[config.mk]
export PLATFORM = sky130hd
export DESIGN_NAME = id_ex_stage_flat
export DESIGN_NICKNAME = d
export VERILOG_FILES = /design/src/rtl/id_ex_stage_if.sv /design/src/rtl/id_ex_stage.sv /design/src/flat_wrapper.sv
export SDC_FILE = /design/constraint.sdc
export NUM_CORES = 1
export LEC_CHECK = 0
export ABC_AREA = 1
export ABC_CLOCK_PERIOD_IN_PS = 4400
export CORE_MARGIN = 10
export CORE_UTILIZATION = 40
export DETAILED_ROUTE_END_ITERATION = 10
export GPL_ROUTABILITY_DRIVEN = 0
export MAX_ROUTING_LAYER = met4
export PLACE_DENSITY = 0.86
export SYNTH_ARGS = -nofsm -noshare
export SYNTH_HDL_FRONTEND = slang
export SYNTH_SLANG_ARGS = --single-unit
export TNS_END_PERCENT = 5
[constraint.sdc]
create_clock -name clk -period 4.4 [get_ports clk]
set_input_delay 1.32 -clock clk [delete_from_list [all_inputs] [get_ports clk]]
set_output_delay 1.32 -clock clk [all_outputs]
set_load 0.1 [all_outputs]
[src/rtl/id_ex_stage_if.sv]
// ID/EX pipeline register bus: decode-side inputs, registered EX-side outputs,
// hazard enables and the load-use stall counter.
interface id_ex_stage_if;
    logic [4:0]  if_id_RegS;
    logic [4:0]  if_id_RegT;
    logic [4:0]  if_id_RegD;
    logic        if_id_UsesT;
    logic [31:0] ReadData1;
    logic [31:0] ReadData2;
    logic [31:0] SignExt;
    logic        RegWrite;
    logic        MemRead;
    logic        MemWrite;
    logic        MemToReg;
    logic        ALUSrc;
    logic [2:0]  ALUOp;
    logic        Flush;

    logic [4:0]  id_ex_RegS;
    logic [4:0]  id_ex_RegT;
    logic [4:0]  id_ex_RegD;
    logic [31:0] id_ex_A;
    logic [31:0] id_ex_B;
    logic [31:0] id_ex_Imm;
    logic        id_ex_RegWrite;
    logic        id_ex_MemRead;
    logic        id_ex_MemWrite;
    logic        id_ex_MemToReg;
    logic        id_ex_ALUSrc;
    logic [2:0]  id_ex_ALUOp;
    logic        id_ex_Valid;
    logic        PCWrite;
    logic        IF_ID_Write;
    logic [15:0] StallCount;

    modport master (
        output if_id_RegS, if_id_RegT, if_id_RegD, if_id_UsesT,
        output ReadData1, ReadData2, SignExt,
        output RegWrite, MemRead, MemWrite, MemToReg, ALUSrc, ALUOp, Flush,
        input  id_ex_RegS, id_ex_RegT, id_ex_RegD, id_ex_A, id_ex_B, id_ex_Imm,
        input  id_ex_RegWrite, id_ex_MemRead, id_ex_MemWrite, id_ex_MemToReg,
        input  id_ex_ALUSrc, id_ex_ALUOp, id_ex_Valid,
        input  PCWrite, IF_ID_Write, StallCount
    );

    modport slave (
        input  if_id_RegS, if_id_RegT, if_id_RegD, if_id_UsesT,
        input  ReadData1, ReadData2, SignExt,
        input  RegWrite, MemRead, MemWrite, MemToReg, ALUSrc, ALUOp, Flush,
        output id_ex_RegS, id_ex_RegT, id_ex_RegD, id_ex_A, id_ex_B, id_ex_Imm,
        output id_ex_RegWrite, id_ex_MemRead, id_ex_MemWrite, id_ex_MemToReg,
        output id_ex_ALUSrc, id_ex_ALUOp, id_ex_Valid,
        output PCWrite, IF_ID_Write, StallCount
    );
endinterface

[src/rtl/id_ex_stage.sv]
// ID/EX pipeline register with load-use hazard detection: a load in EX whose
// destination is read by the decoding instruction holds PC/IF-ID for one cycle.
module id_ex_stage (
    input logic         clk,
    input logic         rst,
    id_ex_stage_if.slave bus
);
    logic        loadUse;
    logic        stall;
    logic [15:0] stallCount;

    always_comb begin
        loadUse = bus.id_ex_Valid & bus.id_ex_MemRead & (bus.id_ex_RegD != 5'd0) &
                  ((bus.id_ex_RegD == bus.if_id_RegS) |
                   (bus.if_id_UsesT & (bus.id_ex_RegD == bus.if_id_RegT)));
        stall = loadUse & ~bus.Flush;
    end

    assign bus.PCWrite     = ~stall;
    assign bus.IF_ID_Write = ~stall;
    assign bus.StallCount  = stallCount;

    // Flush and stall both insert an all-zero bubble; only a true stall is counted.
    always_ff @(posedge clk or negedge rst) begin
        if (!rst) begin
            bus.id_ex_RegS     <= '0;
            bus.id_ex_RegT     <= '0;
            bus.id_ex_RegD     <= '0;
            bus.id_ex_A        <= '0;
            bus.id_ex_B        <= '0;
            bus.id_ex_Imm      <= '0;
            bus.id_ex_RegWrite <= 1'b0;
            bus.id_ex_MemRead  <= 1'b0;
            bus.id_ex_MemWrite <= 1'b0;
            bus.id_ex_MemToReg <= 1'b0;
            bus.id_ex_ALUSrc   <= 1'b0;
            bus.id_ex_ALUOp    <= '0;
            bus.id_ex_Valid    <= 1'b0;
            stallCount         <= '0;
        end else begin
            if (bus.Flush || stall) begin
                bus.id_ex_RegS     <= '0;
                bus.id_ex_RegT     <= '0;
                bus.id_ex_RegD     <= '0;
                bus.id_ex_A        <= '0;
                bus.id_ex_B        <= '0;
                bus.id_ex_Imm      <= '0;
                bus.id_ex_RegWrite <= 1'b0;
                bus.id_ex_MemRead  <= 1'b0;
                bus.id_ex_MemWrite <= 1'b0;
                bus.id_ex_MemToReg <= 1'b0;
                bus.id_ex_ALUSrc   <= 1'b0;
                bus.id_ex_ALUOp    <= '0;
                bus.id_ex_Valid    <= 1'b0;
            end else begin
                bus.id_ex_RegS     <= bus.if_id_RegS;
                bus.id_ex_RegT     <= bus.if_id_RegT;
                bus.id_ex_RegD     <= bus.if_id_RegD;
                bus.id_ex_A        <= bus.ReadData1;
                bus.id_ex_B        <= bus.ReadData2;
                bus.id_ex_Imm      <= bus.SignExt;
                bus.id_ex_RegWrite <= bus.RegWrite;
                bus.id_ex_MemRead  <= bus.MemRead;
                bus.id_ex_MemWrite <= bus.MemWrite;
                bus.id_ex_MemToReg <= bus.MemToReg;
                bus.id_ex_ALUSrc   <= bus.ALUSrc;
                bus.id_ex_ALUOp    <= bus.ALUOp;
                bus.id_ex_Valid    <= 1'b1;
            end
            if (stall && (stallCount != 16'hFFFF))
                stallCount <= stallCount + 16'd1;
        end
    end
endmodule
[src/flat_wrapper.sv]
// flat-port wrapper written by rule: the top's interface ports become plain ports
module id_ex_stage_flat 
  (clk, rst, bus_if_id_RegS, bus_if_id_RegT, bus_if_id_RegD, bus_if_id_UsesT, bus_ReadData1, bus_ReadData2, bus_SignExt, bus_RegWrite, bus_MemRead, bus_MemWrite, bus_MemToReg, bus_ALUSrc, bus_ALUOp, bus_Flush, bus_id_ex_RegS, bus_id_ex_RegT, bus_id_ex_RegD, bus_id_ex_A, bus_id_ex_B, bus_id_ex_Imm, bus_id_ex_RegWrite, bus_id_ex_MemRead, bus_id_ex_MemWrite, bus_id_ex_MemToReg, bus_id_ex_ALUSrc, bus_id_ex_ALUOp, bus_id_ex_Valid, bus_PCWrite, bus_IF_ID_Write, bus_StallCount);
  id_ex_stage_if bus_i ();
  input logic clk;
  input logic rst;
  input wire logic [$bits(bus_i.if_id_RegS)-1:0] bus_if_id_RegS;
  input wire logic [$bits(bus_i.if_id_RegT)-1:0] bus_if_id_RegT;
  input wire logic [$bits(bus_i.if_id_RegD)-1:0] bus_if_id_RegD;
  input wire logic [$bits(bus_i.if_id_UsesT)-1:0] bus_if_id_UsesT;
  input wire logic [$bits(bus_i.ReadData1)-1:0] bus_ReadData1;
  input wire logic [$bits(bus_i.ReadData2)-1:0] bus_ReadData2;
  input wire logic [$bits(bus_i.SignExt)-1:0] bus_SignExt;
  input wire logic [$bits(bus_i.RegWrite)-1:0] bus_RegWrite;
  input wire logic [$bits(bus_i.MemRead)-1:0] bus_MemRead;
  input wire logic [$bits(bus_i.MemWrite)-1:0] bus_MemWrite;
  input wire logic [$bits(bus_i.MemToReg)-1:0] bus_MemToReg;
  input wire logic [$bits(bus_i.ALUSrc)-1:0] bus_ALUSrc;
  input wire logic [$bits(bus_i.ALUOp)-1:0] bus_ALUOp;
  input wire logic [$bits(bus_i.Flush)-1:0] bus_Flush;
  output wire logic [$bits(bus_i.id_ex_RegS)-1:0] bus_id_ex_RegS;
  output wire logic [$bits(bus_i.id_ex_RegT)-1:0] bus_id_ex_RegT;
  output wire logic [$bits(bus_i.id_ex_RegD)-1:0] bus_id_ex_RegD;
  output wire logic [$bits(bus_i.id_ex_A)-1:0] bus_id_ex_A;
  output wire logic [$bits(bus_i.id_ex_B)-1:0] bus_id_ex_B;
  output wire logic [$bits(bus_i.id_ex_Imm)-1:0] bus_id_ex_Imm;
  output wire logic [$bits(bus_i.id_ex_RegWrite)-1:0] bus_id_ex_RegWrite;
  output wire logic [$bits(bus_i.id_ex_MemRead)-1:0] bus_id_ex_MemRead;
  output wire logic [$bits(bus_i.id_ex_MemWrite)-1:0] bus_id_ex_MemWrite;
  output wire logic [$bits(bus_i.id_ex_MemToReg)-1:0] bus_id_ex_MemToReg;
  output wire logic [$bits(bus_i.id_ex_ALUSrc)-1:0] bus_id_ex_ALUSrc;
  output wire logic [$bits(bus_i.id_ex_ALUOp)-1:0] bus_id_ex_ALUOp;
  output wire logic [$bits(bus_i.id_ex_Valid)-1:0] bus_id_ex_Valid;
  output wire logic [$bits(bus_i.PCWrite)-1:0] bus_PCWrite;
  output wire logic [$bits(bus_i.IF_ID_Write)-1:0] bus_IF_ID_Write;
  output wire logic [$bits(bus_i.StallCount)-1:0] bus_StallCount;
  assign bus_i.if_id_RegS = bus_if_id_RegS;
  assign bus_i.if_id_RegT = bus_if_id_RegT;
  assign bus_i.if_id_RegD = bus_if_id_RegD;
  assign bus_i.if_id_UsesT = bus_if_id_UsesT;
  assign bus_i.ReadData1 = bus_ReadData1;
  assign bus_i.ReadData2 = bus_ReadData2;
  assign bus_i.SignExt = bus_SignExt;
  assign bus_i.RegWrite = bus_RegWrite;
  assign bus_i.MemRead = bus_MemRead;
  assign bus_i.MemWrite = bus_MemWrite;
  assign bus_i.MemToReg = bus_MemToReg;
  assign bus_i.ALUSrc = bus_ALUSrc;
  assign bus_i.ALUOp = bus_ALUOp;
  assign bus_i.Flush = bus_Flush;
  assign bus_id_ex_RegS = bus_i.id_ex_RegS;
  assign bus_id_ex_RegT = bus_i.id_ex_RegT;
  assign bus_id_ex_RegD = bus_i.id_ex_RegD;
  assign bus_id_ex_A = bus_i.id_ex_A;
  assign bus_id_ex_B = bus_i.id_ex_B;
  assign bus_id_ex_Imm = bus_i.id_ex_Imm;
  assign bus_id_ex_RegWrite = bus_i.id_ex_RegWrite;
  assign bus_id_ex_MemRead = bus_i.id_ex_MemRead;
  assign bus_id_ex_MemWrite = bus_i.id_ex_MemWrite;
  assign bus_id_ex_MemToReg = bus_i.id_ex_MemToReg;
  assign bus_id_ex_ALUSrc = bus_i.id_ex_ALUSrc;
  assign bus_id_ex_ALUOp = bus_i.id_ex_ALUOp;
  assign bus_id_ex_Valid = bus_i.id_ex_Valid;
  assign bus_PCWrite = bus_i.PCWrite;
  assign bus_IF_ID_Write = bus_i.IF_ID_Write;
  assign bus_StallCount = bus_i.StallCount;
  id_ex_stage u_core (.clk(clk), .rst(rst), .bus(bus_i));
endmodule
==> results_dict.tcl <==
set metrics [dict create \
    status "finished clean" \
    dp_hpwl_mm 12.7 \
    io_pins 261 \
    cts_tree "built" \
    finClkSkew_ns 0.00866 \
    placementRows 41 \
    drtIter0Drc 327 \
    synth_area_leaders "dfrtp_1, nor2_1, inv_1" \
    max_clock_freq_ghz 0.244 \
    initial_core_util_pct 41.2 \
    grt_antenna_before_repair 0 \
    viasPerCell 4.39 \
    wl_mm 16.5 \
    worst-path-max-fanout 5 \
    final_area_sq_um 8580 \
    worstReg2RegStart "u_core.bus.id_ex_RegD[0]" \
    netSwitchingPower_mw 1.14 \
    power_mw 3.58 \
    dpl_cell_area_sq_um 7980 \
    timing_worst_setup_path_type "input port to output pin" \
    ant_nets 0 \
    netlist_area_sq_um 5240 \
    n_antenna_cell 0 \
    ctsLongestPathBuffers 2 \
    clkSinkCount 136 \
    cts_setup_buffers 0 \
    port_buffers 260 \
    drc 0 \
    postSynthAreaPerCell_sq_um 9.57 \
    groute.usage.overall_pct 19.0 \
    rr_worst_depth 9 \
    drive_gt1_share_pct 7.74 \
    rsz0062_at_grt "false" \
    start_kind "input port" \
    syn_nets 672 \
    dr.pass1.iters 5 \
    ys_types 20 \
    hp-class "register to register" \
    setup_viol 0 \
    min_period_over_period_pct 93.1 \
    seq_power_share_pct 37.2 \
    dieArea_sq_um 18100 \
    p_clk_share_pct 39.8 \
    p_int_mw 2.44 \
    pwr_density_cell_nw_per_um2 417 \
    hold_depth 2 \
    cts_made_buffers 17 \
    cp.required_ns 3.08 \
    maxCapViolCount 0 \
    holdPathEnd "u_core.bus.StallCount[0]" \
    hold_violations 0 \
    setup_ws_ns 0.303 \
    grt_pass1_wl_mm 25.4 \
    ys_seq_area_share_pct 64.9 \
    synthArstFlopShare_pct 100 \
    synth_top_flop_cell "dfrtp_1" \
    clock_latency_ns 0.41 \
    die_w_microns 134 \
    fin_setup_tns_ns 0 \
    htreeDepth 4 \
    synth_edf_count 0 \
    synth_cells 548 \
    synth_top_area_cell "dfrtp_1" \
    p_comb_share_pct 23.0 \
    crit_arrival_ns 2.78 \
    ctsResizeCount 0 \
    power.leakage_nw 4.34 \
    yosys_register_bits 136 \
    reg2reg_to "u_core.bus.id_ex_A[11]" \
    crit_path_end_kind "output pin" \
    root_buffer "clkbuf_16" \
    first_global_vias 4738 \
    min_from "u_core.bus.StallCount[0]" \
    sw_frac_of_total_pct 31.9 \
    yosys.area.top_type_share_pct 64.9 \
    nets 938 \
    design.core.area_sq_um 12700 \
    clk_pin_slew_ns 0.06 \
    yosys_warnings 0 \
    r2r_slack_ns 2.42 \
    grt_overflow_total 0 \
    syn_to_final_growth_pct 63.7 \
    wl_per_cell_microns 16.5 \
    dieHeight_microns 134 \
    pre_cts_ws_ns 0.296 \
    grt_start_max_net_pins 86 \
    vias 4389 \
    ir_drop_mv 0.347 \
    synth_common_cells "dfrtp_1, nor2_1, inv_1" \
    slew_headroom_pct 28.8 \
    maxSlewViolCount 0 \
    yosysMostFrequentCell "dfrtp_1" \
    worstMarginPinSlew_ns 1.06 \
    holdBufCountCts 0 \
    layout_min_cycle_time_ns 4.10 \
]
==> critical path: stages <==
cell             delay (ns)
clkdlybuf4s50_1        0.49
inv_1                  0.06
nand2_1                0.06
nand2_1                0.06
nor2_1                 0.13
nand3_1                0.10
nand2_2                0.15
nand3_2                0.18
buf_12                 0.23
==> layer usage <==
layer	vias to the layer above	global-route usage, %	part of all wire [%]
li1	2082	-	-
met2	217	30.9	51
met4	0	7.01	2.5
met5	-	-	0
met3	30	10.7	12
met1	2060	18.6	35
==> how the worst max path moves through the flow <==
stage,from,to,cells after the start
after global placement,bus_if_id_RegT[4],bus_PCWrite,9
final,bus_if_id_RegT[4],bus_IF_ID_Write,9
after detailed placement,bus_if_id_RegT[4],bus_IF_ID_Write,9
after floorplan,bus_if_id_RegT[0],bus_PCWrite,7
after CTS,bus_if_id_RegT[4],bus_IF_ID_Write,9
after global routing,bus_if_id_RegS[0],bus_IF_ID_Write,9
==> cells by family (layout without fill, tap and decap cells) <==
kind of cell | after synthesis | after routing | share of synthesized area (%)
AND/OR/NAND/NOR | 248 | 248 | 19.9
buffers and inverters | 149 | 428 | 12.6
flip-flops | 136 | 136 | 64.9
XOR/XNOR | 14 | 14 | 2.34
adder cells (fa/ha/maj) | 1 | 1 | 0.239
==> sequential cells by signal (all words and copies together) (netlist names) <==
name and flops:
u_core.bus.StallCount 16, u_core.bus.id_ex_A 32, u_core.bus.id_ex_ALUOp 3, u_core.bus.id_ex_ALUSrc 1
u_core.bus.id_ex_B 32, u_core.bus.id_ex_Imm 32, u_core.bus.id_ex_MemRead 1, u_core.bus.id_ex_MemToReg 1
u_core.bus.id_ex_MemWrite 1, u_core.bus.id_ex_RegD 5, u_core.bus.id_ex_RegS 5, u_core.bus.id_ex_RegT 5
u_core.bus.id_ex_RegWrite 1, u_core.bus.id_ex_Valid 1
==> final cells by class <==
| class | count | area (sq um) |
|---|---|---|
| clock buffer | 20 | 447 |
| clock inverter | 12 | 151 |
| fill | 963 | 4140 |
| inverter | 133 | 499 |
| multi-input combinational | 263 | 1180 |
| sequential | 136 | 3400 |
| tap | 172 | 215 |
| timing repair buffer | 263 | 2680 |
==> stage by stage <==
stage | hold slack [ns] | util [%] | std cells
2_1_floorplan | 1.00 | - | 548
3_3_place_gp | 0.524 | 62.8 | 967
3_5_place_dp | 0.539 | 62.8 | 967
4_1_cts | 0.555 | 67.5 | 999
5_1_grt | 0.586 | 67.5 | 999
6_report | 0.549 | 67.5 | 999
==> cells in the final DEF (no fill, tap or decap), types with 3 or more instances in the layout <==
cell	n
nor2_1	127
nor2_2	11
nor2_4	3
buf_12	5
xor2_1	10
inv_2	9
clkinv_4	3
nand3_1	10
bufinv_16	3
inv_1	124
clkdlybuf4s50_1	257
nand2_1	84
clkinv_2	4
xnor2_1	4
nand4_1	6
clkbuf_16	17
dfrtp_1	136
==> power groups by stage <==
stage	logic [mW]	clock network, mW	registers (mW)
2_1_floorplan	0.0890	0	1.80
3_3_place_gp	0.821	0	1.35
3_5_place_dp	0.828	0	1.35
4_1_cts	0.832	1.45	1.33
5_1_grt	0.860	1.51	1.34
6_report	0.823	1.43	1.33
Note: power is estimated with default switching activity, not from simulation.
